[src/rtl/imm_ext_ctrl.sv]
// Decode-stage immediate-extension controller: opcode decode, 32-bit immediate
// generation and a registered two-entry skid buffer toward the execute stage.
module imm_ext_ctrl #(
    parameter int CNT_W    = 16,
    parameter bit BR_SHIFT = 1'b1
) (
    input  logic             clk,
    input  logic             rst,
    input  logic             in_valid,
    output logic             in_ready,
    input  logic [31:0]      instr,
    input  logic             flush,
    output logic             out_valid,
    input  logic             out_ready,
    output logic [31:0]      out_imm,
    output logic [2:0]       out_mode,
    output logic             out_illegal,
    output logic [CNT_W-1:0] illegal_cnt
);

    localparam logic [2:0] MODE_NONE   = 3'd0;
    localparam logic [2:0] MODE_SIGN   = 3'd1;
    localparam logic [2:0] MODE_ZERO   = 3'd2;
    localparam logic [2:0] MODE_LUI    = 3'd3;
    localparam logic [2:0] MODE_BRANCH = 3'd4;
    localparam logic [2:0] MODE_JUMP   = 3'd5;

    typedef enum logic [1:0] {
        EMPTY = 2'd0,
        ONE   = 2'd1,
        TWO   = 2'd2
    } state_t;

    state_t           state_q;
    logic             out_valid_q;
    logic             in_ready_q;
    logic [31:0]      main_imm_q;
    logic [2:0]       main_mode_q;
    logic             main_ill_q;
    logic [31:0]      skid_imm_q;
    logic [2:0]       skid_mode_q;
    logic             skid_ill_q;
    logic [CNT_W-1:0] cnt_q;

    logic [5:0]  opcode;
    logic [15:0] imm16;
    logic [31:0] sext;
    logic [31:0] dec_imm_d;
    logic [2:0]  dec_mode_d;
    logic        dec_ill_d;
    logic        acc;
    logic        drn;

    assign opcode = instr[31:26];
    assign imm16  = instr[15:0];
    assign sext   = {{16{imm16[15]}}, imm16};

    always_comb begin
        dec_imm_d  = 32'h0;
        dec_mode_d = MODE_NONE;
        dec_ill_d  = 1'b0;
        case (opcode)
            6'b000000: begin
                dec_mode_d = MODE_NONE;
            end
            6'b001000, 6'b001001, 6'b001010, 6'b001011, 6'b100011, 6'b101011: begin
                dec_mode_d = MODE_SIGN;
                dec_imm_d  = sext;
            end
            6'b001100, 6'b001101, 6'b001110: begin
                dec_mode_d = MODE_ZERO;
                dec_imm_d  = {16'h0, imm16};
            end
            6'b001111: begin
                dec_mode_d = MODE_LUI;
                dec_imm_d  = {imm16, 16'h0};
            end
            6'b000100, 6'b000101: begin
                dec_mode_d = MODE_BRANCH;
                dec_imm_d  = BR_SHIFT ? {sext[29:0], 2'b00} : sext;
            end
            6'b000010, 6'b000011: begin
                dec_mode_d = MODE_JUMP;
                dec_imm_d  = {4'h0, instr[25:0], 2'b00};
            end
            default: begin
                dec_ill_d = 1'b1;
            end
        endcase
    end

    assign acc = in_valid & in_ready_q;
    assign drn = out_valid_q & out_ready;

    // The counter sees every accepted word, so an illegal opcode dropped by a
    // simultaneous flush is still counted.
    always_ff @(posedge clk or posedge rst) begin
        if (rst) begin
            cnt_q <= '0;
        end else if (acc && dec_ill_d && (cnt_q != {CNT_W{1'b1}})) begin
            cnt_q <= cnt_q + 1'b1;
        end
    end

    // in_ready is just "skid empty", registered alongside the state so it
    // never combinationally depends on out_ready.
    always_ff @(posedge clk or posedge rst) begin
        if (rst) begin
            state_q     <= EMPTY;
            out_valid_q <= 1'b0;
            in_ready_q  <= 1'b1;
            main_imm_q  <= 32'h0;
            main_mode_q <= MODE_NONE;
            main_ill_q  <= 1'b0;
            skid_imm_q  <= 32'h0;
            skid_mode_q <= MODE_NONE;
            skid_ill_q  <= 1'b0;
        end else if (flush) begin
            state_q     <= EMPTY;
            out_valid_q <= 1'b0;
            in_ready_q  <= 1'b1;
        end else begin
            case (state_q)
                EMPTY: begin
                    if (acc) begin
                        main_imm_q  <= dec_imm_d;
                        main_mode_q <= dec_mode_d;
                        main_ill_q  <= dec_ill_d;
                        state_q     <= ONE;
                        out_valid_q <= 1'b1;
                    end
                end
                ONE: begin
                    if (acc && !drn) begin
                        skid_imm_q  <= dec_imm_d;
                        skid_mode_q <= dec_mode_d;
                        skid_ill_q  <= dec_ill_d;
                        state_q     <= TWO;
                        in_ready_q  <= 1'b0;
                    end else if (acc && drn) begin
                        main_imm_q  <= dec_imm_d;
                        main_mode_q <= dec_mode_d;
                        main_ill_q  <= dec_ill_d;
                    end else if (drn) begin
                        state_q     <= EMPTY;
                        out_valid_q <= 1'b0;
                    end
                end
                TWO: begin
                    if (drn) begin
                        main_imm_q  <= skid_imm_q;
                        main_mode_q <= skid_mode_q;
                        main_ill_q  <= skid_ill_q;
                        state_q     <= ONE;
                        in_ready_q  <= 1'b1;
                    end
                end
                default: begin
                    state_q     <= EMPTY;
                    out_valid_q <= 1'b0;
                    in_ready_q  <= 1'b1;
                end
            endcase
        end
    end

    assign in_ready    = in_ready_q;
    assign out_valid   = out_valid_q;
    assign out_imm     = main_imm_q;
    assign out_mode    = main_mode_q;
    assign out_illegal = main_ill_q;
    assign illegal_cnt = cnt_q;

endmodule

[config.mk]
export PLATFORM = sky130hd
export DESIGN_NAME = imm_ext_ctrl
export DESIGN_NICKNAME = d
export VERILOG_FILES = /design/src/rtl/imm_ext_ctrl.sv
export SDC_FILE = /design/constraint.sdc
export NUM_CORES = 1
export LEC_CHECK = 0
export BUFFER_PORTS_ARGS = -buffer_cell sky130_fd_sc_hd__buf_2
export CORE_AREA = 2 2 72 126
export CTS_CLUSTER_SIZE = 25
export DETAILED_ROUTE_END_ITERATION = 8
export DIE_AREA = 0 0 74 128
export PLACE_DENSITY = 0.78
export SYNTH_ARGS = -nofsm -noshare
export SYNTH_HDL_FRONTEND = slang
export SYNTH_SLANG_ARGS = --single-unit
export TNS_END_PERCENT = 5
[constraint.sdc]
create_clock -name clk -period 3 [get_ports clk]
set_input_delay 0.3 -clock clk [delete_from_list [all_inputs] [get_ports clk]]
set_output_delay 0.3 -clock clk [all_outputs]
set_load 0.005 [all_outputs]
== Yosys cells after proc, flatten, opt, wreduce, memory -nomap -nowiden ==
Cells that the tools add are included.

* Flip-flop bits (word level): 92
* Bits of input ports: 37
* Output and inout bits: 54
* Word-level logic and storage cells: 98

* Add/subtract/negate cells: 1
* Equal/unequal tests: 31
* Multiplexer cells: 35
* Bitwise gates (word level): 3
* Reduce and logical (&&, ||, !) cells: 18

{| class="wikitable"
|+ Operator list
! kind !! count
|-
| $pmux 32 s5 || 1
|-
| $mux 32 || 4
|-
| $pmux 32 s3 || 1
|-
| $eq 6x4->1 const B || 8
|-
| $ne 3x3->1 const B || 6
|-
| $add 16x1->16 const B || 1
|-
| $ne 16x16->1 const B || 1
|-
| $pmux 3 s5 || 1
|-
| $reduce_or 15->1 || 1
|-
| $mux 1 || 13
|-
| $eq 6x2->1 const B || 2
|-
| $eq 6x3->1 const B || 2
|-
| $eq 6x6->1 const B || 2
|-
| $mux 2 || 6
|-
| $mux 3 || 4
|-
| $ne 2x2->1 const B || 6
|-
| $pmux 1 s3 || 3
|-
| $pmux 3 s3 || 1
|-
| $ne 4x4->1 const B || 2
|-
| $logic_not 6->1 || 1
|-
| $pmux 2 s3 || 1
|-
| $reduce_and 3->1 || 2
|-
| $reduce_and 6->1 || 1
|-
| $reduce_or 6->1 || 1
|-
| 12 further kinds || 17
|}

== Depth between registers and ports, before layout ==
* Depth in word-level cells: 6
* Depth in mapped cells: 7
* Mapped depth without buffers: 6

== Worst setup path before layout ==
Ideal clock, no wire load.

* Path kind: reg2reg
* Start point: register in_ready_q, in the netlist in_ready
* End point: register main_imm_q[2], in the netlist out_imm[2]
* Library setup time: 0.125 ns
* Arrival time: 1.740 ns
* Slack: 1.135 ns
* Cell stages (with the launch flop): 6
* Cell sequence: dfstp_2 > and3b_1 > nand2b_1 > a21oi_4 > buf_2 > mux2_2

* Word-level cells in the longest chain between the ends: 4

{| class="wikitable"
|+ Ends and longest elaborated chain
! element !! line !! source
|-
| start, declared || 36 || <nowiki>logic in_ready_q;</nowiki>
|-
| start signal, assigned || 111 || <nowiki>in_ready_q <= 1'b1;</nowiki>
|-
| start signal, assigned || 121 || <nowiki>in_ready_q <= 1'b1;</nowiki>
|-
| start signal, assigned || 139 || <nowiki>in_ready_q <= 1'b0;</nowiki>
|-
| $and 1x1->1 (*) || 92 || <nowiki>assign acc = in_valid & in_ready_q;</nowiki>
|-
| $logic_and 1x1->1, on equally long branches || 140, 134 ||
|-
| $ne 2x2->1 (no line) || - ||
|-
| $reduce_and 6->1 (no line) (*) || - ||
|-
| end signal, assigned || 126 || <nowiki>main_imm_q <= dec_imm_d;</nowiki>
|-
| end signal, assigned || 141 || <nowiki>main_imm_q <= dec_imm_d;</nowiki>
|-
| end signal, assigned || 151 || <nowiki>main_imm_q <= skid_imm_q;</nowiki>
|-
| end, declared || 37 || <nowiki>logic [31:0] main_imm_q;</nowiki>
|}

Every way passes the cells marked *; elsewhere a longest branch is shown, timed or not.
A chain may end at the register's enable or synchronous reset.

== Worst setup path in the final report ==
* Start point: register state_q[0]
* End point: register main_imm_q[20], in the netlist out_imm[20]

* Word-level cells in the longest chain between the ends: 3

{| class="wikitable"
|+ Ends and longest elaborated chain
! element !! line !! source
|-
| start, declared || 34 || <nowiki>state_t state_q;</nowiki>
|-
| start signal, assigned || 109 || <nowiki>state_q <= EMPTY;</nowiki>
|-
| start signal, assigned || 119 || <nowiki>state_q <= EMPTY;</nowiki>
|-
| start signal, assigned || 129 || <nowiki>state_q <= ONE;</nowiki>
|-
| $eq 2x1->1, or another cell as far along || 123 || <nowiki>case (state_q)</nowiki>
|-
| $ne 2x2->1 (no line) or $reduce_bool 3->1 (tied branches) || - ||
|-
| $reduce_and 6->1 (no line) || - ||
|}

Several ways; a longest one is shown, not always the timed one.

==> metrics.cfg <==
[run_status]
outcome = finished, final reports clean

[pwr]
p_leak_nw = 2.55
p_clk_share_pct = 29.2
irDropWorstVdd_mv = 0.446
switching_share_pct = 30.3
seqPwrFrac_pct = 46.6
p_sw_mw = 1.24
power_density_nw_per_um2 = 756
cellInternalPower_mw = 2.85
comb_power_share_pct = 24.2

[yosys]
synth_seq_cells = 92
syn-num-nets = 511
ys_types = 60
ys_seq_area_share_pct = 50.8
syn_area_per_cell_um2 = 9.59
synth_cells = 473
syn-cell-area_um2 = 4530
yosys_most_used_dff = dfrtp_1
yosys_warnings = 0
synthArstFlopShare_pct = 100
synth_edf_count = 0

[floorplanning]
die_h_um = 128
die_x_um = 74
num_rows = 45
start_util_pct = 53.3
io_pins = 91
coreArea_um2 = 8500
die_area_um2 = 9470

[global_route]
met1_usage_pct = 30.4
met3_usage_pct = 5.97
grt_overflow = 0
first_global_vias = 3776
grt_max_degree = 53
antenna_found_initial = 0
use_met2_pct = 40.2
grt_usage_pct = 24.7
grt_pass1_wl_um = 18100
busiest_layer = met2

[routing]
ant_nets = 0
drtIter0Drc = 249
vias = 3846
dr.pass1.iters = 5
wirelength_um = 10700
drc_errors = 0
viasPerCell = 5.65
wl_per_cell_um = 15.6

[sta]
slew_violations = 0
fin_skew_ns = 0.00644
finalSetupViolCount = 0
rsz0062_at_grt = no
fin_crit_sh_pct = 69.2
fmax_ghz = 0.482
finalSetupTns_ns = 0
min_period_ns = 2.08
tightest_slew_ns = 1.05
maxSlewHeadroom_pct = 30.1
hold_viol = 0

[place]
place_congestion = 0.916
hpwl_um = 7740
io_buffers = 90

[cts]
numCtsBuffers = 9
cts_resized = 0
cts_setup_buffers = 0
cts.sinks = 92
cts.clk_slew.worst_paths_ns = 0.06
clk_path_buf_depth = 2
cts_hold_buf = 0
clk_latency_ns = 0.34
cts_tree = yes
cts_root_buffer = clkbuf_16
htreeDepth = 3

[worst_setup_path]
worstSetupStartpoint = state_q[0]
r2r-start = state_q[0]
critPathArrivalTime_ns = 2.32
path_cells = nand2b_1 > buf_4 > nor3_1 > a211oi_1
cp-start-kind = flip-flop
required_ns = 3.24
path_class = reg -> reg
cp_max_fo = 30
worstSetupEndpointType = flip-flop
worst_path_max_delay_cell = nand2b_1
cp_slowest_stage_delay_ns = 0.84

[flow_run]
maxCapViolCount = 0

[layout]
final_cell_mix = 91 x dfrtp_1, 90 x buf_2, 63 x nor2_1
synthToLayoutAreaGrowth_pct = 19.2
antenna_cells = 0
fillers = 711
fin_util_pct = 63.6
layout.nets = 597
drive_above_1_share_pct = 27.3
layout_commonest_cell = dfrtp_1

[min_path]
hold_path_class = in -> async

[worst max-delay path, delay by kind of cell (launching register included)]
| family | cells | cell delay, ns |
|---|---|---|
| simple gates | 2 | 0.92 |
| compound gates | 1 | 0.24 |
| buf+inv | 1 | 0.35 |
| flops | 1 | 0.47 |
[worst paths after layout]
kind | to | slack (ns) | cells past startpoint
worst max register to register | out_imm[20] | 0.92 | 4
worst max-delay path | out_imm[20] | 0.92 | 4
max in group asynchronous | illegal_cnt[3] | 2.42 | 3
min in group clk | out_valid | 0.25 | 2
worst min register to register | out_imm[16] | 0.47 | 2
worst min-delay path | skid_imm_q[11] | 0.09 | 3
[registers in the layout (all words and copies together), names as in the netlist]
register,count
out_mode,3
skid_ill_q,1
in_ready,1
illegal_cnt,16
out_valid,1
state_q,2
skid_mode_q,3
skid_imm_q,32
out_illegal,1
out_imm,32
[per-stage QoR]
stage / total power, mW / worst slack, ns / cells / hold slack (ns) / area, um^2
after floorplan: 2.48 / 0.310 / 473 / 0.433 / 4530
after CTS: 4.12 / 0.935 / 681 / 0.102 / 5410
final: 4.09 / 0.923 / 681 / 0.0887 / 5410
after global placement: 2.87 / 1.01 / 665 / 0.457 / 5090
after global routing: 4.38 / 0.670 / 681 / 0.119 / 5410
after detailed placement: 2.92 / 0.938 / 665 / 0.466 / 5090
[per-layer routing]
| metal | up-vias | part of all wire (%) |
|---|---|---|
| met1 | 1844 | 39 |
| met3 | 24 | 5.0 |
| met4 | 0 | 3.3 |
| met5 | - | 0 |
| met2 | 133 | 52 |
| li1 | 1845 | - |
[synth_stat cells, types with 2 or more instances]
master	instances	share of area, %
a21oi_1	44	4.9
nand2_1	57	4.7
o21ai_0	18	2.0
a21boi_0	2	0.33
mux2_2	16	4.0
o21ai_1	5	0.55
or3_1	2	0.28
nor2b_1	2	0.28
a211oi_1	13	2.2
buf_6	3	0.74
nand4_1	2	0.28
xor2_1	14	2.7
nor2_1	63	5.2
a22oi_1	25	4.1
buf_2	16	1.8
inv_1	4	0.33
o21ai_2	2	0.39
nor3b_1	3	0.50
clkbuf_1	9	0.74
nor3_1	23	2.5
nand2b_1	5	0.69
nand3_1	13	1.4
o21bai_1	3	0.50
nor4_1	3	0.41
dfrtp_1	91	50
[layout make-up]
cell class | count | area (um^2) | area share [%]
well taps | 117 | 146 | 2.71
multi-input cells | 347 | 2060 | 38.1
repair buffers | 105 | 563 | 10.4
inverters | 4 | 16.3 | 0.301
clock buffers | 9 | 225 | 4.17
flip-flops and latches | 92 | 2300 | 42.6
clock inverters | 7 | 91.3 | 1.69
[kinds of logic (layout without fill, tap and decap cells)]
family,count (synthesis),after routing,synth area share (%)
adders and majority gates,1,1,0.276
buffers and inverters,34,125,3.86
and+or+nand+nor,190,190,20.3
DFF,92,92,50.8
AOI/OAI and AO/OA,124,124,17.6
xor gates and xnor gates,15,15,2.90
muxes,17,17,4.19
[power by group through the flow]
stage / Sequential, mW / Combinational, mW / Clock [mW]
floorplan: 1.90 / 0.586 / 0
global placement: 1.90 / 0.970 / 0
detailed placement: 1.92 / 0.997 / 0
CTS: 1.91 / 1.00 / 1.21
global route: 1.96 / 1.15 / 1.27
finish: 1.91 / 0.989 / 1.19
(Power assumes the default switching activity.)
